`config.mk`:
```
export PLATFORM = sky130hd
export DESIGN_NAME = shift_sched_flat
export DESIGN_NICKNAME = d
export VERILOG_FILES = /design/src/rtl/shift_pkg.sv /design/src/rtl/shift_sched_if.sv /design/src/rtl/shift_core.sv /design/src/rtl/shift_sched.sv /design/src/flat_wrapper.sv
export SDC_FILE = /design/constraint.sdc
export NUM_CORES = 1
export LEC_CHECK = 0
export ABC_AREA = 1
export CAP_MARGIN = 25
export CORE_MARGIN = 1.5
export CORE_UTILIZATION = 45
export CTS_CLUSTER_DIAMETER = 200
export DETAILED_ROUTE_END_ITERATION = 10
export PLACE_DENSITY = 0.73
export SYNTH_ARGS = -nofsm -noshare
export SYNTH_HDL_FRONTEND = slang
export SYNTH_HIERARCHICAL = 1
export SYNTH_SLANG_ARGS = --single-unit
```
`constraint.sdc`:
```
create_clock -name clk -period 1.7 [get_ports clk]
set_input_delay 0.425 -clock clk [delete_from_list [all_inputs] [get_ports clk]]
set_output_delay 0.425 -clock clk [all_outputs]
set_load 0.01 [all_outputs]
```
`src/rtl/shift_pkg.sv`:
```
// Shared shift-scheduler constants: function codes, default widths and requester ids.
package shift_pkg;
  localparam int DATA_W_DEF  = 32;
  localparam int SHAMT_W_DEF = 5;

  localparam logic [1:0] FUN_SLL = 2'b00;
  localparam logic [1:0] FUN_SRL = 2'b01;
  localparam logic [1:0] FUN_SRA = 2'b11;

  localparam logic REQ_ID0 = 1'b0;
  localparam logic REQ_ID1 = 1'b1;
endpackage

```
`src/rtl/shift_sched_if.sv`:
```
// Two-requester shift request / response bundle; master = requesters+sink, slave = scheduler.
interface shift_sched_if
  import shift_pkg::*;
#(
  parameter int DATA_W  = DATA_W_DEF,
  parameter int SHAMT_W = SHAMT_W_DEF
);
  logic               req0_valid;
  logic               req0_ready;
  logic [DATA_W-1:0]  req0_data;
  logic [SHAMT_W-1:0] req0_shamt;
  logic [1:0]         req0_fun;
  logic               req1_valid;
  logic               req1_ready;
  logic [DATA_W-1:0]  req1_data;
  logic [SHAMT_W-1:0] req1_shamt;
  logic [1:0]         req1_fun;
  logic               rsp_valid;
  logic               rsp_ready;
  logic               rsp_id;
  logic [DATA_W-1:0]  rsp_data;

  modport master (
    output req0_valid, req0_data, req0_shamt, req0_fun,
    output req1_valid, req1_data, req1_shamt, req1_fun,
    output rsp_ready,
    input  req0_ready, req1_ready, rsp_valid, rsp_id, rsp_data
  );

  modport slave (
    input  req0_valid, req0_data, req0_shamt, req0_fun,
    input  req1_valid, req1_data, req1_shamt, req1_fun,
    input  rsp_ready,
    output req0_ready, req1_ready, rsp_valid, rsp_id, rsp_data
  );
endinterface

```
`src/rtl/shift_core.sv`:
```
// shift_core: stateless log-stage barrel shifter (SLL/SRL/SRA), purely combinational.
module shift_core
  import shift_pkg::*;
#(
  parameter int DATA_W  = DATA_W_DEF,
  parameter int SHAMT_W = SHAMT_W_DEF
) (
  input  logic [DATA_W-1:0]  data_i,
  input  logic [SHAMT_W-1:0] shamt_i,
  input  logic [1:0]         fun_i,
  output logic [DATA_W-1:0]  res_o
);
  localparam logic [DATA_W-1:0] ONES = '1;

  logic              left;
  logic              fill;
  logic [DATA_W-1:0] acc;

  assign left = !fun_i[0];
  assign fill = (fun_i == FUN_SRA) && data_i[DATA_W-1];

  // One conditional stage per shamt bit, largest first (16/8/4/2/1 for 32 bits).
  always_comb begin
    acc = data_i;
    for (int k = SHAMT_W - 1; k >= 0; k--) begin
      if (shamt_i[k]) begin
        if (left) begin
          acc = acc << (1 << k);
        end else begin
          acc = (acc >> (1 << k)) | (fill ? ~(ONES >> (1 << k)) : '0);
        end
      end
    end
  end

  assign res_o = acc;
endmodule

```
`src/rtl/shift_sched.sv`:
```
// shift_sched: two-requester arbitrated shifter, S1 (request) -> S2 (result), 2-cycle latency.
// rsp_ready low stalls S2 then S1, dropping both req readys. SHIFT_SCHED_RR_EN selects round-robin ties.
module shift_sched
  import shift_pkg::*;
#(
  parameter int DATA_W  = DATA_W_DEF,
  parameter int SHAMT_W = SHAMT_W_DEF
) (
  input  logic         clk,
  input  logic         reset,
  shift_sched_if.slave bus
);
  typedef struct packed {
    logic               id;
    logic [1:0]         fun;
    logic [SHAMT_W-1:0] shamt;
    logic [DATA_W-1:0]  data;
  } s1_t;

  s1_t               s1_q, s1_d, req_sel;
  logic              s1_vld_q, s1_vld_d;
  logic              s2_vld_q, s2_vld_d;
  logic              s2_id_q, s2_id_d;
  logic [DATA_W-1:0] s2_dat_q, s2_dat_d;
  logic [DATA_W-1:0] shift_res;
  logic              advance, accept, grant, take;

  assign advance = !s2_vld_q || bus.rsp_ready;
  assign accept  = !s1_vld_q || advance;

`ifdef SHIFT_SCHED_RR_EN
  logic last_q, last_d;

  // On a tie the port that did not win last time is served.
  assign grant  = (bus.req0_valid && bus.req1_valid) ? ~last_q : bus.req1_valid;
  assign last_d = take ? grant : last_q;

  always_ff @(posedge clk or negedge reset) begin
    if (!reset) begin
      last_q <= REQ_ID1;
    end else begin
      last_q <= last_d;
    end
  end
`else
  assign grant = !bus.req0_valid && bus.req1_valid;
`endif

  assign bus.req0_ready = reset && accept && (grant == REQ_ID0);
  assign bus.req1_ready = reset && accept && (grant == REQ_ID1);
  assign take           = accept && (grant ? bus.req1_valid : bus.req0_valid);

  always_comb begin
    req_sel = '{id: REQ_ID0, fun: bus.req0_fun, shamt: bus.req0_shamt, data: bus.req0_data};
    if (grant) begin
      req_sel = '{id: REQ_ID1, fun: bus.req1_fun, shamt: bus.req1_shamt, data: bus.req1_data};
    end
  end

  shift_core #(
    .DATA_W  (DATA_W),
    .SHAMT_W (SHAMT_W)
  ) u_core (
    .data_i  (s1_q.data),
    .shamt_i (s1_q.shamt),
    .fun_i   (s1_q.fun),
    .res_o   (shift_res)
  );

  always_comb begin
    s1_d     = take ? req_sel : s1_q;
    s1_vld_d = take ? 1'b1 : (advance ? 1'b0 : s1_vld_q);
    s2_vld_d = advance ? s1_vld_q : s2_vld_q;
    s2_id_d  = (advance && s1_vld_q) ? s1_q.id : s2_id_q;
    s2_dat_d = (advance && s1_vld_q) ? shift_res : s2_dat_q;
  end

  always_ff @(posedge clk or negedge reset) begin
    if (!reset) begin
      s1_q     <= '0;
      s1_vld_q <= 1'b0;
      s2_vld_q <= 1'b0;
      s2_id_q  <= REQ_ID0;
      s2_dat_q <= '0;
    end else begin
      s1_q     <= s1_d;
      s1_vld_q <= s1_vld_d;
      s2_vld_q <= s2_vld_d;
      s2_id_q  <= s2_id_d;
      s2_dat_q <= s2_dat_d;
    end
  end

  assign bus.rsp_valid = s2_vld_q;
  assign bus.rsp_id    = s2_id_q;
  assign bus.rsp_data  = s2_dat_q;
endmodule

```
`src/flat_wrapper.sv`:
```
// flat-port wrapper written by rule: the top's interface ports become plain ports
module shift_sched_flat import shift_pkg::*;
#(
  parameter int DATA_W  = DATA_W_DEF,
  parameter int SHAMT_W = SHAMT_W_DEF
)
  (clk, reset, bus_req0_valid, bus_req0_data, bus_req0_shamt, bus_req0_fun, bus_req1_valid, bus_req1_data, bus_req1_shamt, bus_req1_fun, bus_rsp_ready, bus_req0_ready, bus_req1_ready, bus_rsp_valid, bus_rsp_id, bus_rsp_data);
  shift_sched_if #(.DATA_W(DATA_W), .SHAMT_W(SHAMT_W)) bus_i ();
  input  logic clk;
  input  logic reset;
  input wire logic [$bits(bus_i.req0_valid)-1:0] bus_req0_valid;
  input wire logic [$bits(bus_i.req0_data)-1:0] bus_req0_data;
  input wire logic [$bits(bus_i.req0_shamt)-1:0] bus_req0_shamt;
  input wire logic [$bits(bus_i.req0_fun)-1:0] bus_req0_fun;
  input wire logic [$bits(bus_i.req1_valid)-1:0] bus_req1_valid;
  input wire logic [$bits(bus_i.req1_data)-1:0] bus_req1_data;
  input wire logic [$bits(bus_i.req1_shamt)-1:0] bus_req1_shamt;
  input wire logic [$bits(bus_i.req1_fun)-1:0] bus_req1_fun;
  input wire logic [$bits(bus_i.rsp_ready)-1:0] bus_rsp_ready;
  output wire logic [$bits(bus_i.req0_ready)-1:0] bus_req0_ready;
  output wire logic [$bits(bus_i.req1_ready)-1:0] bus_req1_ready;
  output wire logic [$bits(bus_i.rsp_valid)-1:0] bus_rsp_valid;
  output wire logic [$bits(bus_i.rsp_id)-1:0] bus_rsp_id;
  output wire logic [$bits(bus_i.rsp_data)-1:0] bus_rsp_data;
  assign bus_i.req0_valid = bus_req0_valid;
  assign bus_i.req0_data = bus_req0_data;
  assign bus_i.req0_shamt = bus_req0_shamt;
  assign bus_i.req0_fun = bus_req0_fun;
  assign bus_i.req1_valid = bus_req1_valid;
  assign bus_i.req1_data = bus_req1_data;
  assign bus_i.req1_shamt = bus_req1_shamt;
  assign bus_i.req1_fun = bus_req1_fun;
  assign bus_i.rsp_ready = bus_rsp_ready;
  assign bus_req0_ready = bus_i.req0_ready;
  assign bus_req1_ready = bus_i.req1_ready;
  assign bus_rsp_valid = bus_i.rsp_valid;
  assign bus_rsp_id = bus_i.rsp_id;
  assign bus_rsp_data = bus_i.rsp_data;
  shift_sched #(.DATA_W(DATA_W), .SHAMT_W(SHAMT_W)) u_core (.clk(clk), .reset(reset), .bus(bus_i));
endmodule
```
==> results.yml <==
timing:
  hold_viol: 0
  worst_slack_ns: -0.3339
  fin_tns_setup_ns: -8.818
  fin_crit_ns: 2.034
  relSlewSlack: 0.5937
  clock_skew_ns: 0.009587
  final-max-slew-violation-count: 0
  worstMarginPinSlew_ns: 0.6095
  fin_crit_sh: 1.196
  rsz0062_at_grt: "yes"
  setup_violations: 32
  max_freq_mhz: 491.7
cts:
  clk_path_buf_depth: 2
  cts.clk_slew.worst_paths_ns: 0.06
  htree_levels: 3
  ctsHoldBuffers: 0
  cts_tree: "done"
  numCtsBuffers: 9
  clk-insertion-delay-late_ns: 0.35
  clock-root-buffer: "clkbuf_16"
  clock_sinks: 75
global_routing:
  grt_max_degree: 49
  track_usage: 0.2927
  gr-total-overflow: 0
  grt_pass1_wl_um: 36830
  antenna_found_initial: 0
  grt_pass1_vias: 7699
detailed_routing:
  viasPerCell: 5.390
  drtAntennaViolNets: 0
  routedWlPerCell_um: 14.87
  drc: 0
  routed_wl_um: 22660
  drt_iter0_drc: 660
  first_pass_iters: 5
  vias: 8214
synth:
  yosysUniqueCellTypes: 28
  synth_nets: 1225
  ys_ff_latch: 75
  syn_inst: 1142
  synth_seq_area_share: 0.2839
  avgSynthCellArea_sq_um: 5.788
  yosys_warnings: 6
  syn_area_sq_mm: 0.006610
power:
  p_per_area_mw_per_mm2: 1258
  vdd_drop_max_uv: 698.2
  p_total_w: 0.01235
  p_leak_nw: 5.345
finish:
  fillers: 1269
  nets: 1418
  drive_gt1_frac: 0.2560
  antenna_cells: 0
  mostFrequentLayoutCells: "nand2_1, nand3_1, buf_4"
  multiInputGateArea_sq_mm: 0.004731
  seq_area_sq_mm: 0.001879
  final_common_cell: "nand2_1"
  syn_to_final_growth_pct: 48.51
place:
  pre_cts_slack_ns: -0.4567
  dpl.hpwl_um: 16340
  gp_congestion: 0.9234
  portBuffers: 118
floorplanning:
  start_util: 0.4583
  die_area_sq_mm: 0.01543
  ioPinCount: 119
  die_w_um: 124.2
  rows: 44
  die_y_um: 124.2
  coreArea_sq_mm: 0.01442
critical_path:
  path_class: "flip-flop to flip-flop"
  endpoint_kind: "flip-flop"
  cp.arrival_ns: 2.33
  reg2reg_depth: 15
  required_ns: 1.99
  critPathLaunchType: "flip-flop"
  crit_path_max_fanout: 12
run_status:
  status: "complete, but fails checks"
  violations: "negative setup slack"
flow_run:
  max_cap_viol_count: 0
worst_hold_path:
  hold_path_class: "input port to asynchronous set/reset pin"
==> where the power goes <==
part	switching (W)	internal (W)	leakage (nW)
logic	0.00448	0.00335	4.27
clock network	0.000767	0.00103	0.132
registers	0.000397	0.00232	0.939
total	0.00565	0.00670	5.35
==> cells by family after synthesis <==
family	count (synthesis)	share of synthesized area
simple gates	905	0.5832
buf+inv	113	0.08442
flops	75	0.2839
compound gates	49	0.04846
==> worst paths after layout <==
check	slack (ns)	endpoint	startpoint
hold / removal	0.31	u_core/bus.rsp_data[5]	reset
hold reg to reg	0.47	u_core/bus.rsp_data[2]	u_core/bus.rsp_data[2]
max in group asynchronous	0.85	u_core/s1_q[36]	reset
setup reg to reg	-0.33	u_core/bus.rsp_data[12]	u_core/s1_q[36]
min in group clk	0.47	u_core/bus.rsp_data[2]	u_core/bus.rsp_data[2]
setup / recovery	-0.33	u_core/bus.rsp_data[12]	u_core/s1_q[36]
==> worst max-delay path, cell delays in order (launching register included) <==
cell and delay [ns]:
dfrtp_2 0.41, buf_12 0.15, inv_8 0.08, buf_12 0.13, nand2_1 0.11, a21oi_1 0.18
nand2_1 0.08, nand2_2 0.10, nand2_1 0.07, nand3_2 0.11, nand2_1 0.07, nand3_2 0.13
nand2_1 0.08, nand3_1 0.09, nand3_1 0.08, nand2_1 0.08
==> stage by stage <==
stage | cells | instance area [sq um] | util | hold slack (ns)
after floorplan | 1142 | 6615 | - | 0.1294
after global placement | 1490 | 8680 | 0.6018 | 0.4528
after detailed placement | 1490 | 8680 | 0.6018 | 0.4575
after CTS | 1521 | 9594 | 0.6652 | 0.3048
after global routing | 1524 | 9817 | 0.6806 | 0.3604
final | 1524 | 9817 | 0.6806 | 0.3106
==> final cells by class <==
class / instances / area share
Clock buffer: 11 / 0.02473
Clock inverter: 5 / 0.003824
Inverter: 38 / 0.01657
Multi-Input combinational cell: 954 / 0.4819
Sequential cell: 75 / 0.1914
Tap cell: 184 / 0.02345
Timing Repair Buffer: 256 / 0.2577
Timing Repair inverter: 1 / 0.0003824
==> flip-flops by register name, summed over array words and instances, names as in the netlist <==
signal and count:
u_core/s1_q 40, u_core/bus.rsp_data 32, u_core/bus.rsp_id 1, u_core/bus.rsp_valid 1
u_core/s1_vld_q 1
==> repair_timing <==
action                                  CTS  global route
buffers inserted                         11             2
gates resized for setup                 145            54
cloned                                    4             1
pin swaps                                30            14
endpoints found under the setup margin   47            67
==> per-layer routing <==
metal,wire [um],up-vias,GRT usage
met5,0,-,0
met4,652,0,0.1075
met3,1651,56,0.05560
met2,10490,326,0.4771
met1,9864,3801,0.3864
li1,-,4031,-
==> synth_stat cells (all sizes together) <==
| master | instances | area [sq um] |
|---|---|---|
| o21ai | 21 | 135.1 |
| a21o | 1 | 7.510 |
| inv | 36 | 135.1 |
| or2 | 3 | 18.77 |
| a31oi | 2 | 12.51 |
| nor2 | 8 | 32.54 |
| nor3 | 1 | 5.000 |
| a21oi | 19 | 95.09 |
| nand4 | 1 | 6.260 |
| nand2 | 659 | 2496 |
| clkbuf | 15 | 56.30 |
| nand3 | 233 | 1296 |
| dfrtp | 75 | 1877 |
| buf | 60 | 359.1 |
| clkinv | 2 | 7.510 |
| o211ai | 6 | 70.07 |
(Power assumes the default switching activity.)
==> RTL change 1: new RTL, same flow settings <==
Take the reset off `s2_dat_q` and load it in a clocked block of its own.
--- a/src/rtl/shift_sched.sv
+++ b/src/rtl/shift_sched.sv
@@ -82,5 +82,4 @@
       s2_vld_q <= 1'b0;
       s2_id_q  <= REQ_ID0;
-      s2_dat_q <= '0;
     end else begin
       s1_q     <= s1_d;
@@ -88,6 +87,9 @@
       s2_vld_q <= s2_vld_d;
       s2_id_q  <= s2_id_d;
-      s2_dat_q <= s2_dat_d;
     end
+  end
+
+  always_ff @(posedge clk) begin
+    s2_dat_q <= s2_dat_d;
   end
 
Behaviour: differs if reset is asserted again (counterexample within 4 cycles, from zero or initial values and one cycle with reset low); with reset held inactive, the same outputs for 4 cycles.
==> RTL change 1 against the original RTL <==
The run still ends with negative setup slack left. Wire length shrank 8.6%. Sequential cell count stayed put. Combinational power shrank 12%. Total power shrank 3.3%. Area after synthesis is 4.3% lower. Final cell count is 8.9% lower. Final area shrank 6.0%. Worst setup slack better by 0.0036 ns. Clock skew down 0.0047 ns. Via count down 10%. Global-route usage decreased by 0.37 points.
==> RTL change 1: results (changes against the original RTL) <==
Cell count after synthesis - 1037 (was 1142)
Met2 routing resource usage after global routing - 46.9% (was 47.7%)
First-pass GRT wire length - 33500 um (was 36800 um)
Count of routing violations after the opening detailed-route iteration - 744 (was 660)
Tot Pwr - 11.9 mW (was 12.4 mW)
Run status - finished with violations (unchanged)
Total via count after detailed routing - 7363 (was 8214)
Sequential cell area fraction in the yosys report - 32.2% (was 28.4%)
Number of unique standard cell types used by synthesis - 29 (was 28)
Routing usage on met3 - 5.43% (was 5.56%)
Part of the power in registers - 24.0% (was 22.0%)
Arrival @ worst endpoint - 2.12 ns (was 2.33 ns)
Final sum of negative setup slack - -9.02 ns (was -8.82 ns)
Final-stage net count - 1286 (was 1418)
Crit path max-delay cell type - sky130_fd_sc_hd__dfrtp_2 (unchanged)
Half-perimeter wire length after detailed placement - 15100 um (was 16300 um)
Final clock skew - 0.00488 ns (was 0.00959 ns)
Share of synthesized registers carrying an async set or reset - 57.3% (was 100%)
Total wire length - 20700 um (was 22700 um)
Maximum fanout count along the critical path - 8 (was 12)
Total instance count after detailed placement - 1362 (was 1490)
Worst path setup slack after routing - -0.330 ns (was -0.334 ns)
Critical path's largest stage delay - 0.48 ns (was 0.41 ns)
Violated checks - negative setup slack (unchanged)
Internal cell power - 6.86 mW (was 6.70 mW)
Share of final-layout standard cells stronger than drive strength 1 - 24.3% (was 25.6%)
Static leakage - 4.67 nW (was 5.35 nW)
IR Drop Worst-Case VDD - 0.726 mV (was 0.698 mV)
Crit Reg-Reg Startpoint - u_core/s1_q[37] (was u_core/s1_q[36])
Via count of the first global-routing pass - 6733 (was 7699)
Gp weighted congestion - 0.966 (was 0.923)
Detailed-route vias per instance - 5.30 (was 5.39)
Place WS - -0.456 ns (was -0.457 ns)
Crit path capture - u_core/bus.rsp_data[18] (was u_core/bus.rsp_data[12])
Final setup violating endpoints - 32 (unchanged)
Number of fill cells - 1302 (was 1269)
Relative contribution of the clock network to total power - 18.4% (was 14.6%)
Met1 Resource Use GR - 39.5% (was 38.6%)
Slew at the pin closest to its max-slew limit - 0.530 ns (was 0.610 ns)
Number of cells on the worst reg-to-reg path - 13 (was 15)
Cell types with the largest area share after synthesis - sky130_fd_sc_hd__nand2_1, sky130_fd_sc_hd__dfrtp_1, sky130_fd_sc_hd__edfxtp_1 (was sky130_fd_sc_hd__nand2_1, sky130_fd_sc_hd__dfrtp_1, sky130_fd_sc_hd__nand3_1)
Pin count of the biggest net entering global routing - 44 (was 49)
Net count after synthesis - 1120 (was 1225)
Commonest cells in the netlist - sky130_fd_sc_hd__nand2_1, sky130_fd_sc_hd__nand3_1, sky130_fd_sc_hd__buf_2, sky130_fd_sc_hd__dfrtp_1, sky130_fd_sc_hd__edfxtp_1 (was sky130_fd_sc_hd__nand2_1, sky130_fd_sc_hd__nand3_1, sky130_fd_sc_hd__dfrtp_1, sky130_fd_sc_hd__buf_2, sky130_fd_sc_hd__inv_1)
Area post-placement - 8240 um2 (was 8680 um2)
Tot GR Track Use - 28.9% (was 29.3%)
Number of enable-type register cells in the synthesized netlist - 32 (was 0)
## RTL change 1: worst max-delay path: cells and delay by family (launching register included)
family	cells	cell delay, ns
buffers and inverters	1	0.16
flip-flops	1	0.48
AND/OR/NAND/NOR	12	1.15
## RTL change 1: cells by family after synthesis
kind of cell	Yosys count	share of synthesized area [%]
and+or+nand+nor	809	54.5
DFF	75	32.2
buffers and inverters	104	8.25
AOI/OAI and AO/OA	49	5.06
## RTL change 1: cell type report
| type | instances | area (um2) | share of cell area (%) |
|---|---|---|---|
| multi-input cells | 860 | 4320 | 46.8 |
| repair buffers | 218 | 2150 | 23.3 |
| flip-flops and latches | 75 | 2040 | 22.1 |
| clock buffers | 9 | 225 | 2.44 |
| well taps | 180 | 225 | 2.44 |
| inverters | 39 | 151 | 1.64 |
| clock inverters | 7 | 115 | 1.25 |
## RTL change 1: worst min-delay path by stage
| stage | from | to | slack [ns] | cells after the start |
|---|---|---|---|---|
| floorplan | reset | u_core/bus.rsp_id | 0.13 | 0 |
| CTS | reset | u_core/s1_q[27] | 0.23 | 2 |
| global placement | u_core/s1_q[25] | u_core/s1_q[25] | 0.46 | 2 |
| detailed placement | u_core/s1_q[20] | u_core/s1_q[20] | 0.47 | 2 |
| global route | reset | u_core/s1_q[14] | 0.25 | 2 |
| finish | reset | u_core/s1_q[27] | 0.21 | 2 |
## RTL change 1: what timing repair did
action,4_1_cts,5_1_grt
setup buffers,6,1
endpoints found under the setup margin,35,37
resized for setup,94,65
cloned,3,0
pin swaps,29,17
## RTL change 1: routing by layer
layer  wire (um)  vias to the layer above
met5           0                        -
met4         342                        0
met3        1280                       26
met2        9790                      236
li1            -                     3664
met1        9300                     3437
==> RTL change 2: new RTL, same flow settings <==
Without the edit above. Set the package constant `DATA_W_DEF` to 64 (it was 32).
--- a/src/rtl/shift_pkg.sv
+++ b/src/rtl/shift_pkg.sv
@@ -1,5 +1,5 @@
 // Shared shift-scheduler constants: function codes, default widths and requester ids.
 package shift_pkg;
-  localparam int DATA_W_DEF  = 32;
+  localparam int DATA_W_DEF  = 64;
   localparam int SHAMT_W_DEF = 5;
 
Interface: changed (resized bus_req0_data, bus_req1_data and bus_rsp_data); port bits go from 119 to 215. The function was not compared with the original's and may differ.
==> RTL change 2 against the original RTL <==
The run still ends with negative setup slack left. Worst setup slack worse by 0.13 ns. Via count is 94% higher. Final cell count rose by 89%. Sequential cell count increased by 64. Wire length is 120% higher. Area after synthesis is 90% higher. Total power up 110%. Largest power group unchanged. Final area up 100%.
==> RTL change 2: results (changes against the original RTL) <==
Final setup violating endpoints - 64 (was 32)
Worst path setup slack after routing - -0.459 ns (was -0.334 ns)
Tot GR Track Use - 34.7% (was 29.3%)
Count of clock buffers in the final design - 20 (was 11)
Run status - finished with violations (unchanged)
Pin count of the biggest net entering global routing - 89 (was 49)
First-pass GRT wire length - 78400 um (was 36800 um)
Area fraction in compound gates after synthesis - 1.57% (was 4.85%)
Syn Area/Cell - 5.64 um2 (was 5.79 um2)
Worst-case headroom to the max-slew limit - 54.3% (was 59.4%)
Place WS - -0.623 ns (was -0.457 ns)
Number of standard cells in the final layout excluding fillers - 2881 (was 1524)
Final clock skew - 0.0127 ns (was 0.00959 ns)
Area post-placement - 17000 um2 (was 8680 um2)
Half-perimeter wire length after detailed placement - 36500 um (was 16300 um)
Static leakage - 10.4 nW (was 5.35 nW)
Later-pin clock latency in the skew report - 0.44 ns (was 0.35 ns)
Count of routing violations after the opening detailed-route iteration - 1349 (was 660)
Number of flip-flops in the largest register - 72 (was 40)
# H-tree levels - 4 (was 3)
Net count after synthesis - 2370 (was 1225)
Switching Fraction - 48.8% (was 45.7%)
Critical path's largest stage delay - 0.45 ns (was 0.41 ns)
Layout non-clock buf frac - 20.8% (was 25.8%)
Share of final-layout standard cells stronger than drive strength 1 - 32.6% (was 25.6%)
Arrival @ worst endpoint - 2.48 ns (was 2.33 ns)
Final sum of negative setup slack - -25.58 ns (was -8.82 ns)
Final-stage net count - 2643 (was 1418)
Clock distribution area overhead in the final layout - 3.12% (was 2.85%)
Number of fill cells - 2315 (was 1269)
Maximum fanout count along the critical path - 7 (was 12)
Count of state elements after synthesis - 139 (was 75)
Commonest cells in the netlist - sky130_fd_sc_hd__nand2_1, sky130_fd_sc_hd__nand3_1, sky130_fd_sc_hd__dfrtp_1, sky130_fd_sc_hd__buf_2, sky130_fd_sc_hd__clkbuf_1 (was sky130_fd_sc_hd__nand2_1, sky130_fd_sc_hd__nand3_1, sky130_fd_sc_hd__dfrtp_1, sky130_fd_sc_hd__buf_2, sky130_fd_sc_hd__inv_1)
Footprint of the flip-flops and latches - 3480 um2 (was 1880 um2)
Total wire length - 50700 um (was 22700 um)
Violated checks - negative setup slack (unchanged)
Cell types with the largest area share after synthesis - sky130_fd_sc_hd__nand2_1, sky130_fd_sc_hd__dfrtp_1, sky130_fd_sc_hd__nand3_1 (unchanged)
Multi-input combinational area share - 55.4% (was 48.2%)
IR Drop Worst-Case VDD - 0.993 mV (was 0.698 mV)
Layout overhead on the synthesized area - 58.2% (was 48.5%)
Worst slack on hold paths - 0.146 ns (was 0.311 ns)
Sequential cell area fraction in the yosys report - 27.8% (was 28.4%)
Num CTS Buffers - 17 (was 9)
-- RTL change 2: cell types whose count changed in the layout (fill, tap and decap cells not counted), sizes merged, moves of 15 or more --
cell           delta
a21oi            -15
or2              +27
dlygate4sd2      +61
nand2           +576
clkdlybuf4s50    +46
dfrtp            +64
buf              +56
nand3           +351
-- RTL change 2: power by group through the flow --
stage	Sequential [mW]	Clock [mW]	Combinational, mW
after detailed placement	5.27	0	14.3
after global routing	5.38	4.18	18.4
after floorplan	5.25	0	8.89
after CTS	5.23	4.05	15.1
final	5.28	3.99	17.1
after global placement	5.26	0	14.1
-- RTL change 2: cell families (layout without fill, tap and decap cells) --
logic type / count (synthesis) / after routing
DFF: 139 / 139
AOI/OAI and AO/OA: 30 / 30
and+or+nand+nor: 1856 / 1857
buffers and inverters: 198 / 483
-- RTL change 2: worst paths after layout --
kind / from / end / depth (start not counted)
worst max-delay path: u_core/s1_q[68] / u_core/bus.rsp_data[27] / 13
worst min-delay path: reset / u_core/s1_q[36] / 3
worst max register to register: u_core/s1_q[68] / u_core/bus.rsp_data[27] / 13
worst min register to register: u_core/bus.rsp_data[24] / u_core/bus.rsp_data[24] / 2
max in group asynchronous: reset / u_core/s1_q[69] / 3
min in group clk: u_core/bus.rsp_data[24] / u_core/bus.rsp_data[24] / 2
-- RTL change 2: timing repair --
action                     CTS  global route
hold buffers                 0             0
setup endpoints to repair  132            66
setup buffers               11            13
pin swaps                   36            85
resized for setup          261           282
cloned                       4             3
-- RTL change 2: layer usage --
metal	share of wire (%)	GRT usage [%]
met3	6.5	5.07
met1	43	45.9
met4	3.8	13.9
met2	47	56.9
met5	0	0
-- RTL change 2: worst max-delay path: cells and delay by family, from the launching register on --
kind / cells / cell delay (ns)
buffers and inverters: 2 / 0.32
DFF: 1 / 0.45
and+or+nand+nor: 11 / 1.26
